<file path="src/rtl/spi_master_cfg.sv">
// spi_master_cfg: SPI master with configurable width, divider, CPOL/CPHA and bit order.
// Full duplex; ready/new_data start handshake and a one-cycle done pulse.
module spi_master_cfg #(
  parameter int DATA_WIDTH = 12,
  parameter int CLK_DIV    = 10,
  parameter bit CPOL       = 1'b0,
  parameter bit CPHA       = 1'b0,
  parameter bit LSB_FIRST  = 1'b1
) (
  input  logic                  clk,
  input  logic                  rst,
  input  logic                  new_data,
  input  logic [DATA_WIDTH-1:0] din,
  input  logic                  miso,
  output logic                  ready,
  output logic                  cs,
  output logic                  sclk,
  output logic                  mosi,
  output logic [DATA_WIDTH-1:0] dout,
  output logic                  done
);
  localparam int DW_DIV = CLK_DIV > 1 ? $clog2(CLK_DIV) : 1;
  localparam int TW     = $clog2(2 * DATA_WIDTH + 1);
  typedef enum logic [1:0] {IDLE, SETUP, XFER, HOLD} state_t;
  state_t                state_q, state_d;
  logic [DW_DIV-1:0]     div_q, div_d;
  logic [TW-1:0]         tog_q, tog_d, tog_n;
  logic [DATA_WIDTH-1:0] tx_q, tx_d, rx_q, rx_d, dout_q, dout_d;
  logic                  sclk_q, sclk_d, mosi_q, mosi_d, done_q, done_d;
  logic                  tick, last;
  function automatic logic first_bit(input logic [DATA_WIDTH-1:0] w);
    return LSB_FIRST ? w[0] : w[DATA_WIDTH-1];
  endfunction
  function automatic logic [DATA_WIDTH-1:0] shifted(input logic [DATA_WIDTH-1:0] w);
    return LSB_FIRST ? w >> 1 : w << 1;
  endfunction
  always_comb begin
    state_d = state_q;
    div_d   = div_q;
    tog_d   = tog_q;
    tx_d    = tx_q;
    rx_d    = rx_q;
    dout_d  = dout_q;
    sclk_d  = sclk_q;
    mosi_d  = mosi_q;
    done_d  = 1'b0;
    tick    = div_q == DW_DIV'(CLK_DIV - 1);
    tog_n   = tog_q + 1'b1;
    last    = tog_n == TW'(2 * DATA_WIDTH);
    if (state_q != IDLE) div_d = tick ? '0 : div_q + 1'b1;
    if (state_q == IDLE) begin
      if (new_data) begin
        state_d = SETUP;
        div_d   = '0;
        tog_d   = '0;
        tx_d    = CPHA ? din : shifted(din);
        mosi_d  = CPHA ? 1'b0 : first_bit(din);
      end
    end else if ((state_q == SETUP || state_q == XFER) && tick) begin
      // odd toggle count = leading edge; sampling happens on the edge selected by CPHA
      sclk_d  = ~sclk_q;
      tog_d   = tog_n;
      state_d = last ? HOLD : XFER;
      if (tog_n[0] != CPHA)
        rx_d = LSB_FIRST ? {miso, rx_q[DATA_WIDTH-1:1]} : {rx_q[DATA_WIDTH-2:0], miso};
      else if (!last) begin
        mosi_d = first_bit(tx_q);
        tx_d   = shifted(tx_q);
      end
    end else if (state_q == HOLD && tick) begin
      state_d = IDLE;
      mosi_d  = 1'b0;
      dout_d  = rx_q;
      done_d  = 1'b1;
    end
  end
  always_ff @(posedge clk or negedge rst) begin
    if (!rst) begin
      state_q <= IDLE;
      div_q   <= '0;
      tog_q   <= '0;
      tx_q    <= '0;
      rx_q    <= '0;
      dout_q  <= '0;
      sclk_q  <= CPOL;
      mosi_q  <= 1'b0;
      done_q  <= 1'b0;
    end else begin
      state_q <= state_d;
      div_q   <= div_d;
      tog_q   <= tog_d;
      tx_q    <= tx_d;
      rx_q    <= rx_d;
      dout_q  <= dout_d;
      sclk_q  <= sclk_d;
      mosi_q  <= mosi_d;
      done_q  <= done_d;
    end
  end
  assign ready = state_q == IDLE;
  assign cs    = state_q == IDLE;
  assign sclk  = sclk_q;
  assign mosi  = mosi_q;
  assign dout  = dout_q;
  assign done  = done_q;
endmodule

</file>
<file path="config.mk">
export PLATFORM = sky130hd
export DESIGN_NAME = spi_master_cfg
export DESIGN_NICKNAME = d
export VERILOG_FILES = /design/src/rtl/spi_master_cfg.sv
export SDC_FILE = /design/constraint.sdc
export NUM_CORES = 1
export LEC_CHECK = 0
export CORE_MARGIN = 4
export CORE_UTILIZATION = 40
export DETAILED_ROUTE_END_ITERATION = 12
export HOLD_SLACK_MARGIN = 0.08
export MAX_ROUTING_LAYER = met4
export PLACE_DENSITY = 0.63
export SYNTH_ARGS = -nofsm -noshare
export SYNTH_HDL_FRONTEND = slang
export SYNTH_SLANG_ARGS = --single-unit
</file>
<file path="constraint.sdc">
create_clock -name clk -period 3.4 [get_ports clk]
set_input_delay 0.34 -clock clk [delete_from_list [all_inputs] [get_ports clk]]
set_output_delay 0.34 -clock clk [all_outputs]
set_load 0.03 [all_outputs]
</file>
==> results of run 1 <==
-- kinds of logic (layout without fill, tap and decap cells) --
family / count (synthesis) / in the layout / share of synthesized area, %
simple gates: 75 / 75 / 14.2
flops: 49 / 49 / 53.3
mux: 32 / 32 / 17.1
compound gates: 22 / 22 / 6.58
buf+inv: 15 / 49 / 4.35
fa+ha+maj: 6 / 6 / 3.26
xor+xnor: 3 / 3 / 1.14
-- state kept, by name, summed over array words and instances, names as in the netlist --
register / flops
div_q: 4
done: 1
sclk: 1
state_q: 2
mosi: 1
tx_q: 11
tog_q: 5
rx_q: 12
dout: 12
-- cell usage after synthesis (2+ instances only) --
cell / count / area share, %
nand2_1: 54 / 8.8
dfrtp_1: 49 / 53
mux2_2: 23 / 11
mux2_4: 9 / 5.9
nor2_1: 8 / 1.3
o21ai_0: 8 / 1.7
inv_1: 7 / 1.1
ha_1: 6 / 3.3
nand3_1: 6 / 1.3
clkbuf_8: 3 / 1.8
a21oi_1: 2 / 0.44
a22o_1: 2 / 0.76
buf_2: 2 / 0.44
o31ai_1: 2 / 0.65
xnor2_1: 2 / 0.76
-- worst paths after layout --
path,start,endpoint,slack [ps],cells past startpoint
max in group asynchronous,rst,div_q[1],2170,3
worst max register to register,state_q[0],rx_q[1],860,5
min in group asynchronous,rst,rx_q[7],510,2
worst min register to register,sclk,sclk,470,1
worst min-delay path,sclk,sclk,470,1
worst max-delay path,state_q[0],cs,560,3
-- worst max-delay path, delay by kind of cell, from the launching register on --
kind / cells / cell delay, ps
flops: 1 / 410
buf+inv: 2 / 900
fa+ha+maj: 1 / 890
-- layout make-up --
| type | count | share of cell area [%] |
|---|---|---|
| sequential | 49 | 44.8 |
| multi-input combinational | 138 | 35.6 |
| timing repair buffer | 34 | 12.2 |
| tap | 72 | 3.29 |
| clock buffer | 6 | 2.65 |
| inverter | 7 | 0.960 |
| clock inverter | 2 | 0.503 |
-- routing by layer --
layer | wire length, um | global-route usage, % | vias up
met3 | 126 | 2.67 | 7
met4 | 72 | 5.26 | 0
met2 | 1840 | 19.2 | 22
met1 | 1940 | 16.3 | 732
met5 | 0 | - | -
li1 | - | - | 747
-- report_power, final --
group / switching, mW / leakage, nW / internal [mW]
clock network: 0.196 / 0.0456 / 0.147
logic: 0.0145 / 0.615 / 0.0175
registers: 0.00121 / 0.647 / 0.584
==> results.json, run 1 <==
{
  "outcome": "completed",
  "gp_congestion": 0.725,
  "nNetsFinal": 257,
  "cts_sinks": 49,
  "cts_resized": 0,
  "io_buffers": 32,
  "path_clk_slew_ps": 90,
  "synth.distinct_cells": 34,
  "clockRootBuffer": "clkbuf_8",
  "peakVddDrop_mv": 0.204,
  "cts_buffers": 5,
  "p_leak_nw": 1.31,
  "post-route-period-util_pct": 83.6,
  "first_global_vias": 1523,
  "required_ps": 3060,
  "slew_viol_final": 0,
  "worst_pin_slew_ps": 1110,
  "max_slew_margin_pct": 26.1,
  "grt_max_degree": 31,
  "fin_cells": 308,
  "cts_setup_buffers": 0,
  "grt_usage_pct": 12.6,
  "dieArea_mm2": 0.00703,
  "syn-cell-area_mm2": 0.00230,
  "regArea_mm2": 0.00123,
  "htreeDepth": 2,
  "dp_hpwl_mm": 2.75,
  "finish.utilization_pct": 49.4,
  "holdWs_ps": 474,
  "io_pins": 33,
  "drive_gt1_share_pct": 19.1,
  "cp-start-kind": "register",
  "syn_inst": 202,
  "grt_antenna_before_repair": 0,
  "antenna_cells": 0,
  "nFillCells": 528,
  "core_mm2": 0.00554,
  "power_density_mw_per_mm2": 351,
  "yosysSeqAreaShare_pct": 53.3,
  "dp_cells": 299,
  "synth_edf_count": 0,
  "slowest_delay_ps": 890,
  "setup-tns-final_ps": 0,
  "synthFlopType": "dfrtp_1",
  "synth-warning-count": 0,
  "fmax_ghz": 0.352,
  "ys_seq_elements": 49,
  "rows": 27,
  "drt-pass1-iter-count": 4,
  "ant_nets": 0,
  "mostFrequentLayoutCell": "nand2_1",
  "skew_ps": 6.20,
  "syn_to_final_growth_pct": 18.9,
  "cts_tree": "done",
  "placed_cell_area_mm2": 0.00264,
  "syn_nets": 224,
  "fp.dieW_um": 83.8,
  "place_ws_ps": 883,
  "wire_per_inst_um": 12.9,
  "fin_area_mm2": 0.00274,
  "avgViaCountPerCell": 4.90,
  "total_power_mw": 0.960,
  "maxCapViolCount": 0,
  "fp.dieH_um": 83.8,
  "worstPathArrival_ps": 2500,
  "hold_viol": 0,
  "multi_input_area_um2": 975,
  "wirelength_mm": 3.98,
  "globalRouteOverflowTotal": 0,
  "rsz0062_at_grt": "no",
  "mostFrequentLayoutCells": "nand2_1 (54), dfrtp_1 (49), clkdlybuf4s50_1 (31)",
  "endpoint_kind": "primary output",
  "start_util_pct": 41.5,
  "slowest_stage": "ha_1",
  "setup_slack_ps": 557,
  "vias": 1508,
  "fin_crit_ps": 2840,
  "drt_iter0_drc": 76,
  "path_cells": "inv_1 > ha_1 > clkdlybuf4s50_1",
  "insertion_delay_ps": 300,
  "postCtsHoldBufs": 1,
  "grt_pass1_wl_mm": 7.02,
  "crit_type": "reg -> out",
  "route.detailed.drc": 0,
  "syn_area_per_cell_um2": 11.4,
  "setup_viol_count_final": 0,
  "holdCritPathClass": "reg -> reg",
  "cp_max_fo": 30,
  "cts_buffer_depth": 2,
  "async_flop_share_pct": 100
}
No activity file was read; power rests on OpenSTA's default activity.
==> run 2, diff against run 1 <==
--- a/config.mk
+++ b/config.mk
@@ -10,7 +10,7 @@
 export DETAILED_ROUTE_END_ITERATION = 12
 export HOLD_SLACK_MARGIN = 0.08
 export MAX_ROUTING_LAYER = met4
-export PLACE_DENSITY = 0.63
+export PLACE_DENSITY = 0.65
 export SYNTH_ARGS = -nofsm -noshare
 export SYNTH_HDL_FRONTEND = slang
 export SYNTH_SLANG_ARGS = --single-unit
==> constraint.sdc (replaced) <==
create_clock -name clk -period 2.4 [get_ports clk]
set_input_delay 0.24 -clock clk [delete_from_list [all_inputs] [get_ports clk]]
set_output_delay 0.24 -clock clk [all_outputs]
set_load 0.03 [all_outputs]
==> results.json, run 2 (synthesis results as in run 1) <==
{
  "fp.dieH_um": 83.8,
  "rows": 27,
  "core_mm2": 0.00554,
  "setup_viol_count_final": 0,
  "cts_tree": "done",
  "outcome": "completed",
  "power_density_mw_per_mm2": 489,
  "grt_max_degree": 31,
  "drt-pass1-iter-count": 4,
  "setup-tns-final_ps": 0,
  "globalRouteOverflowTotal": 0,
  "cts_setup_buffers": 0,
  "switching_share_pct": 22.3,
  "power.share.clock_pct": 35.8,
  "drive_gt1_share_pct": 21.8,
  "switchingPower_mw": 0.305,
  "nFillCells": 522,
  "vias": 1549,
  "holdCritPathClass": "reg -> reg",
  "hold_depth": 2,
  "maxCapViolCount": 0,
  "fp.dieW_um": 83.8,
  "mostFrequentLayoutCells": "nand2_1 (54), dfrtp_1 (49), clkdlybuf4s50_1 (31)",
  "finish.utilization_pct": 50.4,
  "cts_buffers": 5,
  "clockRootBuffer": "clkbuf_8",
  "skew_ps": 5.32,
  "cts_sinks": 49,
  "grt_pass1_wl_mm": 7.30,
  "ant_nets": 0,
  "dp_hpwl_mm": 2.87,
  "cts_buffer_depth": 2,
  "post-route-period-util_pct": 90.2,
  "path_clk_slew_ps": 90,
  "htreeDepth": 2,
  "fin_crit_ps": 2160,
  "insertion_delay_ps": 300,
  "wirelength_mm": 4.08,
  "cp-start-kind": "register",
  "io_buffers": 32,
  "slew_viol_final": 0,
  "syn_to_final_growth_pct": 21.4,
  "antenna_cells": 0,
  "internal_power_mw": 1.06,
  "hold_viol": 0,
  "required_ps": 2590,
  "avgViaCountPerCell": 4.92,
  "reg2reg_depth": 6,
  "drt_iter0_drc": 78,
  "grt_usage_pct": 12.9,
  "wire_per_inst_um": 13.0,
  "combPwrFrac_pct": 3.5,
  "cts_resized": 0,
  "crit_type": "reg -> reg",
  "max_slew_margin_pct": 55.3,
  "peakVddDrop_mv": 0.289,
  "first_global_vias": 1567,
  "mostFrequentLayoutCell": "nand2_1",
  "rsz0062_at_grt": "no",
  "cp_max_fo": 11,
  "io_pins": 33,
  "p_seq_share_pct": 60.7,
  "start_util_pct": 41.5,
  "nNetsFinal": 264,
  "endpoint_kind": "register",
  "grt_antenna_before_repair": 0,
  "route.detailed.drc": 0,
  "p_leak_nw": 1.34,
  "dieArea_mm2": 0.00703,
  "fmax_ghz": 0.462,
  "gp_congestion": 0.779,
  "worst_pin_slew_ps": 670,
  "worstPathArrival_ps": 2360
}
-- run 2: cell count changes in the layout (fill, tap and decap cells not counted), sizes merged --
cell and delta:
clkinvlp +1, clkbuf -1, buf +7
-- run 2: cell type report --
class                           instances  area, um^2  area share, %
Multi-Input combinational cell        138         975           34.9
Clock inverter                          3        21.3          0.762
Sequential cell                        49        1230           43.9
Tap cell                               72        90.1           3.23
Inverter                                7        26.3          0.941
Clock buffer                            5        68.8           2.46
Timing Repair Buffer                   41         385           13.8
-- run 2: stage by stage --
| step | power (mW) | instances | setup WS, ps | hold WS, ps | cell area [um^2] |
|---|---|---|---|---|---|
| after global routing | 1.42 | 315 | 43.3 | 498 | 2790 |
| after CTS | 1.39 | 315 | 241 | 478 | 2790 |
| after detailed placement | 0.894 | 306 | 262 | 311 | 2690 |
| after floorplan | 0.848 | 202 | 345 | -55.6 | 2300 |
| after global placement | 0.893 | 306 | 326 | 303 | 2690 |
| final | 1.36 | 315 | 236 | 472 | 2790 |
-- run 2: critical path: stages (launching register included) --
cell and delay [ps]:
dfrtp_1 460, ha_1 290, nand3_1 100, xor2_1 200, a211o_1 170, a32o_2 450
mux2_2 380
-- run 2: path summary, 6_finish.rpt --
kind	startpoint	to	slack [ps]
setup / recovery	tog_q[0]	tx_q[0]	240
hold / removal	rx_q[0]	dout[0]	470
setup reg to reg	tog_q[0]	tx_q[0]	240
hold reg to reg	rx_q[0]	dout[0]	470
max in group asynchronous	rst	mosi	1250
min in group asynchronous	rst	tx_q[6]	500
-- run 2: what timing repair did --
| action | in CTS | in global routing |
|---|---|---|
| endpoints found under the hold margin | 28 | 0 |
| hold buffers | 1 | 0 |
| endpoints found under the setup margin | 0 | 0 |
-- run 2: power groups by stage --
stage,Clock [mW],Combinational (mW),Sequential (mW)
floorplan,0,0.00309,0.845
global route,0.539,0.0540,0.830
detailed placement,0,0.0479,0.846
CTS,0.507,0.0494,0.829
global placement,0,0.0472,0.845
finish,0.488,0.0478,0.829
-- run 2: layer usage --
layer	up-vias	share of wire, %	track usage, %
met3	4	2.4	2.67
met5	-	0	-
met1	759	49	16.7
met4	0	1.3	3.95
met2	20	48	20.6
li1	766	-	-
